<file path="src/rtl/fifo_uart_tx.sv">
// rtl/fifo_uart_tx.sv - FIFO drain stage serialising 32-bit words as four UART 8N1 bytes
module fifo_uart_tx #(
  parameter int CLKS_PER_BIT = 868,
  parameter int CNT_W        = 16
) (
  input  logic             clk,
  input  logic             rst,
  input  logic             rd_empty,
  output logic             rd_en,
  input  logic [31:0]      rd_data,
  output logic             tx,
  output logic             busy,
  output logic [CNT_W-1:0] words_sent
);

  localparam int                BAUD_W    = $clog2(CLKS_PER_BIT);
  localparam logic [BAUD_W-1:0] BAUD_LAST = BAUD_W'(CLKS_PER_BIT - 1);
  localparam logic [BAUD_W-1:0] BAUD_ONE  = BAUD_W'(1);
  localparam logic [CNT_W-1:0]  CNT_ONE   = CNT_W'(1);

  typedef enum logic [2:0] {
    S_IDLE,
    S_REQ,
    S_WAIT,
    S_START,
    S_DATA,
    S_STOP
  } state_t;

  state_t            state, state_n;
  logic [BAUD_W-1:0] baud, baud_n;
  logic [2:0]        bit_idx, bit_idx_n, bit_next;
  logic [1:0]        byte_idx, byte_idx_n;
  logic [31:0]       shreg, shreg_n;
  logic [7:0]        cur_byte;
  logic              tx_n, rd_en_n;
  logic [CNT_W-1:0]  words_n;
  logic              baud_done;

  // The byte on the wire is always the low byte; the register shifts right between bytes.
  assign cur_byte  = shreg[7:0];
  assign bit_next  = bit_idx + 3'd1;
  assign baud_done = (baud == BAUD_LAST);
  assign busy      = (state != S_IDLE);

  // Next-state and next-output logic; tx and rd_en are computed one cycle ahead so both leave flops.
  always_comb begin
    state_n    = state;
    baud_n     = baud;
    bit_idx_n  = bit_idx;
    byte_idx_n = byte_idx;
    shreg_n    = shreg;
    tx_n       = tx;
    rd_en_n    = 1'b0;
    words_n    = words_sent;
    case (state)
      S_IDLE: begin
        tx_n = 1'b1;
        if (!rd_empty) begin
          state_n = S_REQ;
          rd_en_n = 1'b1;
        end
      end
      S_REQ: begin
        state_n = S_WAIT;
      end
      S_WAIT: begin
        shreg_n    = rd_data;
        byte_idx_n = 2'd0;
        baud_n     = '0;
        state_n    = S_START;
        tx_n       = 1'b0;
      end
      S_START: begin
        if (baud_done) begin
          baud_n    = '0;
          bit_idx_n = 3'd0;
          state_n   = S_DATA;
          tx_n      = cur_byte[0];
        end else begin
          baud_n = baud + BAUD_ONE;
        end
      end
      S_DATA: begin
        if (baud_done) begin
          baud_n = '0;
          if (bit_idx == 3'd7) begin
            state_n = S_STOP;
            tx_n    = 1'b1;
          end else begin
            bit_idx_n = bit_next;
            tx_n      = cur_byte[bit_next];
          end
        end else begin
          baud_n = baud + BAUD_ONE;
        end
      end
      S_STOP: begin
        if (baud_done) begin
          baud_n = '0;
          if (byte_idx != 2'd3) begin
            byte_idx_n = byte_idx + 2'd1;
            shreg_n    = {8'h00, shreg[31:8]};
            state_n    = S_START;
            tx_n       = 1'b0;
          end else begin
            words_n = words_sent + CNT_ONE;
            state_n = S_IDLE;
            tx_n    = 1'b1;
          end
        end else begin
          baud_n = baud + BAUD_ONE;
        end
      end
      default: begin
        state_n = S_IDLE;
        tx_n    = 1'b1;
      end
    endcase
  end

  // State and output registers; reset drops any in-flight word and forces the line idle.
  always_ff @(posedge clk or posedge rst) begin
    if (rst) begin
      state      <= S_IDLE;
      baud       <= '0;
      bit_idx    <= 3'd0;
      byte_idx   <= 2'd0;
      shreg      <= 32'd0;
      tx         <= 1'b1;
      rd_en      <= 1'b0;
      words_sent <= '0;
    end else begin
      state      <= state_n;
      baud       <= baud_n;
      bit_idx    <= bit_idx_n;
      byte_idx   <= byte_idx_n;
      shreg      <= shreg_n;
      tx         <= tx_n;
      rd_en      <= rd_en_n;
      words_sent <= words_n;
    end
  end

endmodule

</file>
<file path="config.mk">
export PLATFORM = sky130hd
export DESIGN_NAME = fifo_uart_tx
export DESIGN_NICKNAME = d
export VERILOG_FILES = /design/src/rtl/fifo_uart_tx.sv
export SDC_FILE = /design/constraint.sdc
export NUM_CORES = 1
export LEC_CHECK = 0
export BUFFER_PORTS_ARGS = -buffer_cell sky130_fd_sc_hd__buf_2
export CAP_MARGIN = 20
export CORE_MARGIN = 4
export CORE_UTILIZATION = 30
export CTS_CLUSTER_DIAMETER = 50
export DETAILED_ROUTE_END_ITERATION = 6
export SLEW_MARGIN = 20
export SYNTH_ARGS = -nofsm -noshare
export SYNTH_HDL_FRONTEND = slang
export SYNTH_SLANG_ARGS = --single-unit
</file>
<file path="constraint.sdc">
create_clock -name clk -period 2.83 [get_ports clk]
set_input_delay 0 -clock clk [delete_from_list [all_inputs] [get_ports clk]]
set_output_delay 0 -clock clk [all_outputs]
set_load 0.02 [all_outputs]
</file>
Yosys cells after proc, flatten, opt, wreduce, memory -nomap -nowiden
Cells that the tools add are included.
- output and inout bits: 19
- register bits: 68
- eq/ne operators: 15
- bitwise gates (word level): 2
- order comparisons: 1
- multiplexer cells: 29
- $add $sub $neg: 4
- reduce and logical (&&, ||, !) cells: 11
- operator list (operator ; number):
    32-bit 2-to-1 mux ; 2
    32-bit case mux with 2 select lines ; 1
    3-bit 2-to-1 mux ; 8
    10-bit case mux with 2 select lines ; 1
    3-bit case mux with 6 select lines ; 1
    16-bit by 1-bit adder with 16-bit output, second input constant ; 1
    2-bit != test, second input constant ; 8
    10-bit by 1-bit adder with 10-bit output, second input constant ; 1
    10-bit == test, second input constant ; 1
    10-bit 2-to-1 mux ; 1
    3-bit == test, second input constant ; 3
    1-bit 2-to-1 mux ; 8
    4-bit AND reduction ; 2
    3-bit by 2-bit == test with 1-bit output, second input constant ; 2
    2-bit 2-to-1 mux ; 3
    3-bit case mux with 2 select lines ; 1
    3-bit AND reduction ; 2
    2-bit nonzero test ; 3
    1-bit case mux with 5 select lines ; 1
    5-bit AND reduction ; 1
    3-bit by 4-bit < comparator with 1-bit output, second input constant ; 1
    2-bit case mux with 2 select lines ; 1
    3-bit by 1-bit adder with 3-bit output, second input constant ; 1
    1-bit binary-select mux with 3-bit select ; 1
    6 further kinds ; 7

Logic depth before layout (Yosys ltp)
- word-level depth: 6
- mapped depth: 7

Least setup slack after synthesis
No wires, ideal clock.
- path type: register to register
- from: reg baud[3]
- to: reg shreg[10]
- data required time: 2.705 ns
- arrival time: 2.024 ns
- slack: 0.681 ns
- cell stages (with the launch flop): 7
- period minus slack after synthesis: 2.149 ns
- library setup time: 0.125 ns
- cells stage by stage: dfrtp_1 -> or3_4 -> or3_1 -> buf_6 -> a2bb2oi_4 -> buf_12 -> mux2_4
- cells in the longest elaborated chain, start to end: 3
- RTL lines (item ; line ; source):
    from (decl) ; 31 ; logic [BAUD_W-1:0] baud, baud_n;
    from (signal assigned) ; 135 ; baud <= baud_n;
    10-bit == test ; 43 ; assign baud_done = (baud == BAUD_LAST);
    2-bit != test (no line) ; -- ;
    3-bit AND reduction (no line) ; -- ;
    to (signal assigned) ; 138 ; shreg <= shreg_n;
    to (decl) ; 34 ; logic [31:0] shreg, shreg_n;
Every way passes these cells.
A chain may end at the register's enable or synchronous reset.

Worst setup path in the final report
- from: reg baud[0]
- to: reg shreg[14]
Same word-level chain as after synthesis.

==> results.sh <==
export IMPL_status="finished, final reports clean"
export IMPL_start_kind="flip-flop"
export IMPL_syn_to_final_growth_pct=26.39
export IMPL_worstSetupPathType="reg2reg"
export IMPL_cp_startpoint="baud[0]$_DFFE_PP0P_"
export IMPL_clkLatencyLatePin_ns=0.33
export IMPL_critPathRequiredTime_ns=3.05
export IMPL_via_per_inst=4.868
export IMPL_drt_wirelength_per_cell_um=13.69
export IMPL_power_density_nw_per_um2=521.3
export IMPL_hold_path_class="in2reg"
export IMPL_cts_tree="done"
export IMPL_r2r_slack_ns=0.45
export IMPL_wl_um=7775
export IMPL_hp_start="rd_data[22]"
export IMPL_finalCriticalPeriod_ns=2.385
export IMPL_finalMaxSlewViolations=0
export IMPL_netlist_instances=345
export IMPL_fp_dieH_um=116.9
export IMPL_track_usage_pct=12.54
export IMPL_vdd_ir_drop_worst_v=0.0002433
export IMPL_crit_end="shreg[14]$_DFFE_PP0P_"
export IMPL_grt_antenna_before_repair=0
export IMPL_drtPass1Iterations=4
export IMPL_cap_violations=0
export IMPL_dieArea_um2=13660
export IMPL_postPlaceCellArea_um2=3959
export IMPL_grt_max_degree=69
export IMPL_regArea_um2=1703
export IMPL_finish_utilization_pct=39.03
export IMPL_yosys_most_used_dff="dfrtp_1"
export IMPL_gp_congestion=0.7608
export IMPL_r2r_start="baud[0]$_DFFE_PP0P_"
export IMPL_setup_viol=0
export IMPL_cts_made_buffers=9
export IMPL_drc=0
export IMPL_core_area_um2=11520
export IMPL_finClkSkew_ns=0.008874
export IMPL_maxSlewHeadroom_pct=42.27
export IMPL_synth_top_area_share_pct=47.15
export IMPL_synth_area_top_cells="dfrtp_1, nand2_1, mux2_4"
export IMPL_vias=2765
export IMPL_drt_iter0_markers=84
export IMPL_root_buffer="clkbuf_16"
export IMPL_ys_warn_count=0
export IMPL_synth_edf_count=0
export IMPL_syn_area_per_cell_um2=10.31
export IMPL_cp_max_fo=26
export IMPL_drive_gt1_share_pct=26.35
export IMPL_reg2reg_to="shreg[14]$_DFFE_PP0P_"
export IMPL_ys_types=47
export IMPL_endpoint_kind="flip-flop"
export IMPL_seq_area_frac_synth_pct=47.89
export IMPL_clk_pin_slew_ns=0.06
export IMPL_cts_resized=0
export IMPL_setup_tns_ns=0
export IMPL_stdcell_area_um2=4494
export IMPL_hold_slack_ns=0.004165
export IMPL_synth_area_leader_cell="dfrtp_1"
export IMPL_max_freq_mhz=419.3
export IMPL_io_pins=54
export IMPL_synth_nets=385
export IMPL_grt_pass1_vias=2781
export IMPL_synth_ff_latch_count=68
export IMPL_hold_viol=0
export IMPL_p_leak_nw=2.140
export IMPL_async_flop_share_pct=100.0
export IMPL_nFillCells=1146
export IMPL_die_w_um=116.9
export IMPL_portBuffers=53
export IMPL_post_route_period_util_pct=84.27
export IMPL_dp_hpwl_um=5358
export IMPL_clockBufferDepth=2
export IMPL_syn_cell_area_um2=3556
export IMPL_rsz0062_at_grt="no"
export IMPL_multi_input_area_um2=1724
export IMPL_tightest_slew_ns=0.8660
export IMPL_clock_sinks=68
export IMPL_globalRouteOverflowTotal=0
export IMPL_finalNonFillerCells=568
export IMPL_initial_core_util_pct=30.88
export IMPL_placed_cells=531
export IMPL_h_tree_depth=3
export IMPL_grt_pass1_wl_um=13600
export IMPL_drtAntennaViolNets=0
export IMPL_antenna_cells=0
export IMPL_reg2reg_depth=6
export IMPL_cp_arrival_ns=2.60
export IMPL_placementRows=39
export IMPL_layout_nets=460
[layer usage]
layer,vias to the layer above,global-route usage (%),routed length [µm]
met3,11,3.342,385
met1,1321,17.02,3745
met5,-,0,0
li1,1371,-,-
met4,0,3.440,91
met2,62,19.87,3552
[worst min path at each step]
stage	end	slack (ns)	cells after the start
after floorplan	rd_en$_DFF_PP0_	0.07	1
after global placement	rd_en$_DFF_PP0_	0.18	2
after detailed placement	rd_en$_DFF_PP0_	0.19	2
after CTS	shreg[22]$_DFFE_PP0P_	0.003	4
after global routing	shreg[19]$_DFFE_PP0P_	0.02	4
final	shreg[22]$_DFFE_PP0P_	0.004	4
[kinds of logic after synthesis]
family                   synth area share, %
AO/OA/AOI/OAI                          9.430
XOR/XNOR                               3.941
adder cells (fa/ha/maj)                1.759
buffers and inverters                  3.624
flip-flops                             47.89
multiplexers                           12.70
AND/OR/NAND/NOR                        20.65
[critical path: stages (launching register included)]
cell	delay (ns)
dfrtp_1	0.39
ha_1	0.24
nand4b_1	0.21
or3_1	0.61
a2bb2oi_4	0.24
buf_12	0.23
mux2_2	0.35
[cell usage in the layout (no fill, tap or decap), types with 3 or more instances in the layout]
| cell type | synthesis | layout |
|---|---|---|
| nand2_1 | 87 | 87 |
| dfrtp_1 | 67 | 67 |
| buf_2 | 2 | 53 |
| dlygate4sd3_1 | 0 | 21 |
| mux2_4 | 19 | 19 |
| a22o_1 | 14 | 14 |
| nor2_1 | 12 | 12 |
| o21ai_0 | 12 | 12 |
| nand3_1 | 10 | 10 |
| nor3_1 | 9 | 9 |
| mux2_2 | 9 | 9 |
| clkbuf_16 | 0 | 9 |
| nand4_1 | 8 | 8 |
| xor2_1 | 8 | 8 |
| xnor2_1 | 8 | 8 |
| buf_4 | 0 | 6 |
| a21oi_1 | 5 | 5 |
| inv_1 | 6 | 5 |
| ha_1 | 5 | 5 |
| nand2b_1 | 4 | 4 |
| a31oi_1 | 4 | 4 |
| or3_1 | 3 | 3 |
| or4_1 | 3 | 3 |
| and3_1 | 3 | 3 |
| nor4b_1 | 3 | 3 |
[power by group]
part / switching [mW] / internal [mW]
clock: 0.422 / 0.795
sequential: 0.0138 / 0.996
combinational: 0.0460 / 0.0698
total: 0.482 / 1.86
[sequential cells by signal, indices dropped and copies added, names as in the netlist]
register    cells
shreg          32
words_sent     16
baud           10
bit_idx         3
state           3
byte_idx        2
rd_en           1
tx              1
[synthesized netlist by cell type (5+ instances only)]
cell,number
nand2_1,87
dfrtp_1,67
mux2_4,19
a22o_1,14
nor2_1,12
o21ai_0,12
nand3_1,10
clkbuf_1,9
mux2_2,9
nor3_1,9
nand4_1,8
xnor2_1,8
xor2_1,8
inv_1,6
a21oi_1,5
ha_1,5
[through the flow]
stage	setup WS [ns]	power, mW
after floorplan	0.6811	1.081
after global placement	0.5241	1.120
after detailed placement	0.4639	1.123
after CTS	0.4569	2.372
after global routing	0.3062	2.432
final	0.4452	2.343
[layout make-up]
type	instances	share of cell area, %
Clock buffer	10	5.317
Clock inverter	6	1.921
Inverter	6	0.5011
Multi-Input combinational cell	254	38.36
Sequential cell	68	37.89
Tap cell	143	3.981
Timing Repair Buffer	81	12.03
[what timing repair did]
| action | CTS | global route |
|---|---|---|
| hold buffers | 21 | 0 |
| hold endpoints to repair | 87 | 0 |
| buffers inserted | 0 | 0 |
(Power assumes the default switching activity.)
